==> src/rtl/reg_arb_pkg.sv <==
// Shared types and helpers for the round-robin register write arbiter.
package reg_arb_pkg;

  typedef enum logic {ARB_IDLE = 1'b0, ARB_LOCKED = 1'b1} arb_state_e;

  // Modulo-n increment; the caller guarantees p < n, so one compare is enough.
  function automatic int unsigned ptr_inc(input int unsigned p, input int unsigned n);
    return (p + 1 >= n) ? 0 : p + 1;
  endfunction

endpackage

==> src/rtl/rr_pick.sv <==
// Round-robin picker: first asserted request at or after ptr, wrapping modulo NREQ.
// Purely combinational; any_req is low when nothing is requesting.
module rr_pick #(
  parameter int NREQ = 4,
  parameter int OW   = 2
) (
  input  logic [NREQ-1:0] req,
  input  logic [OW-1:0]   ptr,
  output logic [OW-1:0]   winner,
  output logic            any_req
);

  always_comb begin
    winner  = '0;
    any_req = 1'b0;
    // Scan from the far end back toward ptr so the closest request wins last.
    for (int i = NREQ - 1; i >= 0; i--) begin
      int idx;
      idx = int'(ptr) + i;
      if (idx >= NREQ) idx = idx - NREQ;
      if (req[idx]) begin
        winner  = OW'(idx);
        any_req = 1'b1;
      end
    end
  end

endmodule

==> src/rtl/reg_write_arbiter.sv <==
// Round-robin arbiter sharing one WIDTH-bit register among NREQ writers, with bounded
// burst locking. Grant is combinational; q/q_valid update at the edge ending the grant.
module reg_write_arbiter
  import reg_arb_pkg::*;
#(
  parameter  int NREQ     = 4,
  parameter  int WIDTH    = 8,
  parameter  int MAX_HOLD = 4,
  localparam int OW       = ($clog2(NREQ) > 1) ? $clog2(NREQ) : 1
) (
  input  logic                  clk,
  input  logic                  rst_,
  input  logic [NREQ-1:0]       req,
  input  logic [NREQ-1:0]       lock,
  input  logic [NREQ*WIDTH-1:0] wdata,
  output logic [NREQ-1:0]       gnt,
  output logic [WIDTH-1:0]      q,
  output logic                  q_valid,
  output logic [OW-1:0]         owner,
  output logic                  busy
);

  localparam int HW = $clog2(MAX_HOLD + 1);

  arb_state_e       state_q, state_d;
  logic [OW-1:0]    ptr_q, ptr_d;
  logic [OW-1:0]    cur_q, cur_d;
  logic [HW-1:0]    hold_q, hold_d;
  logic [WIDTH-1:0] data_q;
  logic             vld_q;
  logic [OW-1:0]    owner_q;

  logic [OW-1:0]    winner;
  logic             any_req;
  logic             wr_en;
  logic [OW-1:0]    sel;

  rr_pick #(
    .NREQ (NREQ),
    .OW   (OW)
  ) u_pick (
    .req     (req),
    .ptr     (ptr_q),
    .winner  (winner),
    .any_req (any_req)
  );

  always_ff @(posedge clk) begin
    if (!rst_) begin
      state_q <= ARB_IDLE;
      ptr_q   <= '0;
      cur_q   <= '0;
      hold_q  <= '0;
      data_q  <= '0;
      vld_q   <= 1'b0;
      owner_q <= '0;
    end else begin
      state_q <= state_d;
      ptr_q   <= ptr_d;
      cur_q   <= cur_d;
      hold_q  <= hold_d;
      vld_q   <= wr_en;
      if (wr_en) begin
        data_q  <= wdata[int'(sel)*WIDTH +: WIDTH];
        owner_q <= sel;
      end
    end
  end

  always_comb begin
    state_d = state_q;
    ptr_d   = ptr_q;
    cur_d   = cur_q;
    hold_d  = hold_q;
    wr_en   = 1'b0;
    sel     = winner;
    case (state_q)
      ARB_IDLE: begin
        if (any_req) begin
          wr_en = 1'b1;
          // A one-write limit makes a lock meaningless, so treat it as unlocked.
          if (lock[winner] && (MAX_HOLD > 1)) begin
            state_d = ARB_LOCKED;
            cur_d   = winner;
            hold_d  = HW'(1);
          end else begin
            ptr_d = OW'(ptr_inc(32'(winner), NREQ));
          end
        end
      end
      ARB_LOCKED: begin
        sel = cur_q;
        if (req[cur_q]) begin
          wr_en  = 1'b1;
          hold_d = hold_q + HW'(1);
        end
        if (!req[cur_q] || !lock[cur_q] || (int'(hold_q) + 1 == MAX_HOLD)) begin
          state_d = ARB_IDLE;
          ptr_d   = OW'(ptr_inc(32'(cur_q), NREQ));
          hold_d  = '0;
        end
      end
      default: state_d = ARB_IDLE;
    endcase
  end

  always_comb begin
    gnt = '0;
    if (rst_ && wr_en) gnt[sel] = 1'b1;
  end

  assign q       = data_q;
  assign q_valid = vld_q;
  assign owner   = owner_q;
  assign busy    = (state_q == ARB_LOCKED);

endmodule

==> config.mk <==
export PLATFORM = sky130hd
export DESIGN_NAME = reg_write_arbiter
export DESIGN_NICKNAME = d
export VERILOG_FILES = /design/src/rtl/reg_arb_pkg.sv /design/src/rtl/rr_pick.sv /design/src/rtl/reg_write_arbiter.sv
export SDC_FILE = /design/constraint.sdc
export NUM_CORES = 1
export LEC_CHECK = 0
export ABC_AREA = 1
export BUFFER_PORTS_ARGS = -buffer_cell sky130_fd_sc_hd__buf_2
export CAP_MARGIN = 10
export CORE_ASPECT_RATIO = 0.75
export CORE_MARGIN = 3
export CORE_UTILIZATION = 44
export CTS_BUF_LIST = sky130_fd_sc_hd__clkbuf_16
export CTS_CLUSTER_SIZE = 16
export DETAILED_ROUTE_END_ITERATION = 12
export HOLD_SLACK_MARGIN = 0.1
export PLACE_DENSITY = 0.77
export SLEW_MARGIN = 20
export SYNTH_ARGS = -nofsm -noshare
export SYNTH_HDL_FRONTEND = slang
export SYNTH_HIERARCHICAL = 1
export SYNTH_SLANG_ARGS = --single-unit
export TNS_END_PERCENT = 30
==> constraint.sdc <==
create_clock -name clk -period 2.1 [get_ports clk]
set_input_delay 0.42 -clock clk [delete_from_list [all_inputs] [get_ports clk]]
set_output_delay 0.42 -clock clk [all_outputs]
set_load 0.03 [all_outputs]
==> metrics.md, run 1 <==
| Metric | Value |
|---|---|
| Biggest fanout along the worst timing path | 5 |
| Die Footprint | ~4200 um^2 |
| Yosys reg bits | 19 |
| Final nets | around 380 |
| Number of slew-limit violations in the final report | 0 |
| Overflow after GRT | 0 |
| DR vias/cell | between 5 and 6 |
| Die extent in x | about 74 um |
| Final critical path time including I/O delays and setup | between 2 and 2.5 ns |
| TritonCTS clock tree | yes |
| Area of the mapped netlist | between 1500 and 2000 um^2 |
| Met2 Use GR | about a third |
| P per Cell Area | about 1800 nW/um^2 |
| Sink count of the clock tree | 19 |
| GRT Resource Usage Total | about a fifth |
| Number of antenna-violating nets in the routed design | 0 |
| Wire length of the first global-routing pass | between 6000 and 7000 um |
| Largest net degree at the start of global routing | 25 |
| H-Tree Level Count | 1 |
| Root Driver | sky130_fd_sc_hd__clkbuf_16 |
| Nets in the synthesized netlist | approximately 300 |
| Iteration-0 DRC count of the detailed router | 170 |
| Number of I/O port buffers | between 50 and 60 |
| Internal power | roughly 2.1 mW |
| Post-Syn Instances | ~250 |
| Number of global-route vias before repair | between 1,500 and 2,000 |
| Detailed-routing iteration count for the pre-antenna-repair pass | 4 |
| Mean post-synth cell area | roughly 6 um^2 |
| Setup violations, final | 15 |
| Highest achievable clock rate | 404 MHz |
| Layout Skew | 0.00319 ns |
| Vias after detailed routing | around 2,000 |
| Class of the tightest hold or removal check | reg2reg |
| Layout cells sized above 1 | approximately 45% |
| Core area | ~3100 um^2 |
| Final WL | approximately 5000 um |
| Final design area excluding fillers | around 2300 um^2 |
| Proportion of power drawn by the clock network | 9.1% |
| Setup CP Type | reg2out |
| Routability congestion estimate from global placement | slightly above 0.9 |
| Clock latency reported for the late side of the worst-skew pair | approximately 0.25 ns |
| Global-route met3 utilization | roughly 4.3% |
| DR WL/cell | approximately 13 um |
| Total CTS buffers | 3 |
| Number of antenna violations at the first check in global routing | 0 |
| Area of combinational cells with multiple inputs | between 1000 and 1500 um^2 |
| Hold buffer count at CTS | 0 |
| Warnings from Yosys | 6 |
| Register area share after synthesis | about 25% |
| Clock transition at the register clock pins on the worst setup and hold paths after CTS | approximately 0.060 ns |
| Vertical extent of the die | around 57 um |
| Proportion of power drawn by combinational gates | roughly three quarters |
| Cell count after placement | 356 |
| Remaining max-slew budget at the tightest pin | roughly 72% |
| Max Cap Violations | 0 |
| Final Total Pwr | between 4 and 5 mW |
| Hold violation count in the final report | 0 |
| Standard cell area after detailed placement | roughly 2000 um^2 |
| Routing usage on met1 | a little under a third |
| Static Leakage | 1.26 nW |
| Critical path data arrival time | around 2.1 ns |
| Growth of design area from synthesis to finish | 54.4% |
| Clock Path Buffers | 2 |
| Count of distinct cell types in the synthesized netlist | 25 |
| Leading area contributor after synthesis | sky130_fd_sc_hd__dfxtp_1 |
| Data required time of the critical path | 1.68 ns |
| Post-layout worst setup margin | -0.374 ns |
| Measured slew at the worst slew-check pin | about 0.42 ns |
| Busiest layer in global routing | met2 |
| DP HPWL | approximately 3500 um |
| Violations in the final reports | setup timing |
| Critical path endpoint category | output pin |
| Ratio of final minimum period to clock period | 118% |
| Initial core utilization | between 40% and 50% |
| Peak supply drop | about 0.0010 V |
| Sequential fraction of design power | between 10 and 15% |
| Post-layout util | about three quarters |
| Result of the run | complete, but fails checks |
| Count of inserted antenna diode cells | 0 |
| Final hold slack | approximately 0.47 ns |
| Row count | 17 |
| Total negative slack | -2.24 ns |
| Count of filler cells inserted in the layout | about 220 |
| Register area | just under 400 um^2 |
| Unrepaired setup endpoints after global routing | true |
| Pre-CTS setup slack | -0.189 ns |
| Net Sw Power | 2.20 mW |
| Drc violations | 0 |
| Cells taking the most area after synthesis | sky130_fd_sc_hd__dfxtp_1 25%, sky130_fd_sc_hd__nand2_1 19%, sky130_fd_sc_hd__nand3_1 11% |
| Element type at the critical path start | flop |
| Non-filler cells, final | between 300 and 400 |
| Number of I/O pins | a little under 60 |
| Switching Fraction | roughly 50% |
| Proportion of netlist area held by the largest area contributor | between 20% and 30% |
-- cell usage in the layout, fill, tap and decap left out, drive strengths merged --
master and instances:
nand2 83, buf 83, nand3 36, inv 34, dfxtp 19, nor2 18, a21oi 17, o21ai 15
nor3 12, ha 4, clkbuf 3, clkinv 1, mux2i 1, o22ai 1, or2 1, clkinvlp 1
and2 1
-- timing repair --
action,4_1_cts,5_1_grt
gates resized for setup,15,37
buffers inserted,2,7
pin swaps,3,13
cloned,0,0
endpoints found under the setup margin,12,19
-- state kept, by name, indices dropped and copies added (netlist names) --
register  cells
hold_q        3
busy          1
ptr_q         2
q             8
q_valid       1
owner         2
cur_q         2
-- logic make-up after synthesis --
family	share of synthesized area, %
compound gates	12.0
fa+ha+maj	3.31
buf+inv	14.5
flops	25.2
mux	0.663
simple gates	44.3
-- critical path: stages (launching register included) --
cell                      delay [ns]
sky130_fd_sc_hd__dfxtp_4        0.38
sky130_fd_sc_hd__buf_6          0.15
sky130_fd_sc_hd__o21ai_4        0.19
sky130_fd_sc_hd__nand2_1        0.09
sky130_fd_sc_hd__nand2_1        0.11
sky130_fd_sc_hd__nand3_2        0.09
sky130_fd_sc_hd__nand3_2        0.09
sky130_fd_sc_hd__inv_2          0.06
sky130_fd_sc_hd__nor2_4         0.10
sky130_fd_sc_hd__a21oi_4        0.06
sky130_fd_sc_hd__buf_4          0.16
sky130_fd_sc_hd__nor3_4         0.17
sky130_fd_sc_hd__buf_6          0.15
-- Yosys cell counts, drive strengths merged --
master	n
nor3	12
inv	35
dfxtp	19
mux2i	1
clkbuf	1
nor2	18
o22ai	1
a21oi	17
and2	1
or2	1
ha	4
buf	8
nand2	83
o21ai	15
nand3	36
-- per-layer routing --
| metal | routed length (um) | up-vias |
|---|---|---|
| met4 | 71 | 0 |
| met3 | 390 | 8 |
| met2 | 2210 | 89 |
| met1 | 2200 | 902 |
| met5 | 0 | - |
| li1 | - | 959 |
-- final timing paths --
path,from,slack [ns],depth (start not counted),endpoint
hold / removal,owner[1],0.47,2,owner[1]
hold reg to reg,owner[1],0.47,2,owner[1]
setup / recovery,ptr_q[0],-0.37,12,gnt[2]
setup reg to reg,ptr_q[0],-0.12,14,q[2]
-- power by group through the flow --
stage	clock network (mW)	registers [mW]	logic, mW
finish	0.391	0.628	3.28
floorplan	0	0.747	1.87
CTS	0.399	0.602	2.89
detailed placement	0	0.604	2.74
global placement	0	0.604	2.69
global route	0.426	0.647	3.55
-- cell type report --
type,instances,share of cell area [%]
multi-input cells,189,47.1
repair buffers,83,24.5
clock buffers,3,3.22
inverters,35,6.28
clock inverters,1,0.322
well taps,38,2.04
flip-flops and latches,19,16.5
Power figures use the tool's default switching activity.
==> inputs of run 2 (changes only) <==
--- a/config.mk
+++ b/config.mk
@@ -16,6 +16,7 @@
 export DETAILED_ROUTE_END_ITERATION = 12
 export HOLD_SLACK_MARGIN = 0.1
 export PLACE_DENSITY = 0.77
+export SETUP_SLACK_MARGIN = 0.5
 export SLEW_MARGIN = 20
 export SYNTH_ARGS = -nofsm -noshare
 export SYNTH_HDL_FRONTEND = slang
==> run 2 against run 1 <==
  * The flow still finishes with violations (setup timing)
  * Global-route usage is 1.4 points higher
  * Largest power group unchanged
  * Critical endpoint is now gnt[0]
  * Non-clock buffer count increased by 3
  * Total power increased by 6.0%
  * Critical path type unchanged
  * Combinational power rose by 7.6%
  * Hold slack lost 0.010 ns
  * Final cell count is 0.82% higher
  * Utilization is 2.1 points higher
  * Via count is 0.97% higher
  * Clock skew shrank 0.00052 ns
==> metrics.md, run 2 (synthesis results as in run 1) <==
| Metric | Value |
|---|---|
| Result of the run | complete, but fails checks |
| Violations in the final reports | setup timing |
| Unrepaired setup endpoints after global routing | true |
| Number of global-route vias before repair | 1,674 (+6.4%) |
| Core area | 3110 um^2 (unchanged) |
| Worst Hold Depth | 2 (unchanged) |
| Vertical extent of the die | 56.7 um (unchanged) |
| Clock Path Buffers | 2 (unchanged) |
| Wire length of the first global-routing pass | 7560 um (+8.5%) |
| Final nets | 380 (+0.80%) |
| Final WL | 5220 um (+6.9%) |
| Drc violations | 0 (unchanged) |
| Detailed-routing iteration count for the pre-antenna-repair pass | 5 (+1) |
| Number of I/O port buffers | 57 (unchanged) |
| Clock latency reported for the late side of the worst-skew pair | 0.25 ns (about the same) |
| Vias after detailed routing | 1,977 (+0.97%) |
| Largest net degree at the start of global routing | 25 (unchanged) |
| Iteration-0 DRC count of the detailed router | 224 (+32%) |
| Routability congestion estimate from global placement | 0.924 (+1.9%) |
| H-Tree Level Count | 1 (unchanged) |
| Class of the tightest hold or removal check | reg2reg |
| Clock transition at the register clock pins on the worst setup and hold paths after CTS | 0.06 ns (about the same) |
| Number of cells traversed by the worst register-to-register path | 19 (+5) |
| Initial core utilization | 48.6% (unchanged) |
| Overflow after GRT | 0 (unchanged) |
| Post-layout util | 77.2% (+2.1 points) |
| FF-to-FF Start | ptr_q[0] |
| Number of I/O pins | 58 (unchanged) |
| Sink count of the clock tree | 19 (unchanged) |
| Largest register FFs | 8 (unchanged) |
| Number of antenna violations at the first check in global routing | 0 (unchanged) |
| Root Driver | sky130_fd_sc_hd__clkbuf_16 |
| Reg-to-reg slack, setup | -0.15 ns (-0.03 ns) |
| Most frequent cells in the layout | 67 x sky130_fd_sc_hd__nand2_1, 53 x sky130_fd_sc_hd__buf_2, 29 x sky130_fd_sc_hd__nand3_1 |
| Die Footprint | 4180 um^2 (unchanged) |
| Measured slew at the worst slew-check pin | 0.301 ns (-0.117 ns) |
| Startpoint of the lowest-slack hold path | owner[1] |
| Cell count after placement | 358 (+0.56%) |
| Number of slew-limit violations in the final report | 0 (unchanged) |
| Remaining max-slew budget at the tightest pin | 80.0% (+7.8 points) |
| Hold violation count in the final report | 0 (unchanged) |
| Critical path data arrival time | 1.97 ns (-0.08 ns) |
| Max Cap Violations | 0 (unchanged) |
| Post-layout worst setup margin | -0.291 ns (+0.0833 ns) |
| Total negative slack | -1.95 ns (+0.286 ns) |
| Static Leakage | 1.28 nW (+1.4%) |
| TritonCTS clock tree | yes |
| Ratio of final minimum period to clock period | 114% (-4.0 points) |
| Data required time of the critical path | 1.68 ns (about the same) |
| Final critical path time including I/O delays and setup | 2.39 ns (-0.0833 ns) |
| Non-filler cells, final | 371 (+0.82%) |
| P per Cell Area | 1900 nW/um^2 (+3.1%) |
| Row count | 17 (unchanged) |
| DR vias/cell | 5.33 (+0.15%) |
| Element type at the critical path start | flop |
| Die extent in x | 73.7 um (unchanged) |
| Setup violations, final | 17 (+2) |
| Layout cells sized above 1 | 44.4% (-0.10 points) |
| Total CTS buffers | 3 (unchanged) |
| Hold buffer count at CTS | 0 (unchanged) |
| Layout Skew | 0.00267 ns (-0.000523 ns) |
| Critical path endpoint category | output pin |
| DP HPWL | 3280 um (-5.6%) |
| Setup CP Type | reg2out |
| Endpoint of the worst-slack reg-to-reg timing path | q[3] |
| Number of antenna-violating nets in the routed design | 0 (unchanged) |
| Growth of design area from synthesis to finish | 58.8% |
| Biggest fanout along the worst timing path | 5 (unchanged) |
| DR WL/cell | 14.1 um (+6.1%) |
| Endpoint, Worst Hold | owner[1] |
| GRT Resource Usage Total | 22.5% (+1.4 points) |
| Count of inserted antenna diode cells | 0 (unchanged) |
| Peak supply drop | 0.000978 V (-3.8%) |
| Most frequent standard cell in the layout excluding fill and tap cells | sky130_fd_sc_hd__nand2_1 |
| Highest achievable clock rate | 418 MHz (+3.5%) |
-- run 2: cell types whose count changed in the layout (fill, tap and decap cells not counted), moves of 2 or more --
| cell | before | now |
|---|---|---|
| sky130_fd_sc_hd__nand2_4 | 6 | 2 |
| sky130_fd_sc_hd__nand2_1 | 64 | 67 |
| sky130_fd_sc_hd__clkbuf_16 | 3 | 6 |
| sky130_fd_sc_hd__inv_6 | 0 | 2 |
-- run 2: timing repair --
item / in CTS / in global routing
setup endpoints to repair: 22 / 22
buffers inserted: 3 / 3
cloned: 0 / 3
pin swaps: 5 / 13
resized for setup: 30 / 17
-- run 2: worst max-delay path by stage --
stage | start | endpoint | slack, ns | depth (start not counted)
detailed placement | req[1] | gnt[2] | -0.15 | 13
CTS | ptr_q[0] | gnt[2] | -0.22 | 16
finish | ptr_q[0] | gnt[0] | -0.29 | 15
floorplan | ptr_q[0] | gnt[0] | -0.11 | 13
global route | ptr_q[0] | gnt[2] | -0.47 | 13
global placement | req[1] | gnt[3] | -0.11 | 13
-- run 2: critical path: stages (launching register included) --
cell and delay [ns]:
sky130_fd_sc_hd__dfxtp_4 0.36, sky130_fd_sc_hd__buf_12 0.14, sky130_fd_sc_hd__inv_8 0.05, sky130_fd_sc_hd__nand2_2 0.04, sky130_fd_sc_hd__nand2_2 0.08, sky130_fd_sc_hd__inv_2 0.06
sky130_fd_sc_hd__nand2_1 0.08, sky130_fd_sc_hd__nand2_1 0.07, sky130_fd_sc_hd__nand3_2 0.09, sky130_fd_sc_hd__nand3_2 0.08, sky130_fd_sc_hd__inv_2 0.09, sky130_fd_sc_hd__nor2_4 0.04
sky130_fd_sc_hd__a21oi_4 0.21, sky130_fd_sc_hd__inv_6 0.07, sky130_fd_sc_hd__nor3_4 0.11, sky130_fd_sc_hd__buf_6 0.15
-- run 2: power by group --
| part | internal [mW] | switching [mW] |
|---|---|---|
| clock network | 0.255 | 0.136 |
| logic | 1.52 | 2.02 |
| registers | 0.501 | 0.131 |
| total | 2.27 | 2.28 |
-- run 2: area by class of cell --
class	instances	area (um^2)
sequential	19	385
fill	226	707
timing repair buffer	86	642
clock buffer	3	75.1
multi-input combinational	189	1090
inverter	35	151
tap	38	47.5
clock inverter	1	5.00
-- run 2: per-layer routing --
layer	GRT usage (%)	wire length, um
met5	0	0
met1	33.6	2300
met4	3.10	87
met2	34.0	2380
met3	4.11	447
-- run 2: per-stage QoR --
step	power, mW	worst slack [ns]	area (um^2)	hold slack, ns
final	4.56	-0.291	2400	0.464
after global routing	4.90	-0.469	2400	0.500
after CTS	3.99	-0.217	2230	0.464
after detailed placement	3.30	-0.154	2020	0.451
after global placement	3.28	-0.110	2020	0.465
after floorplan	2.66	-0.113	1590	0.465
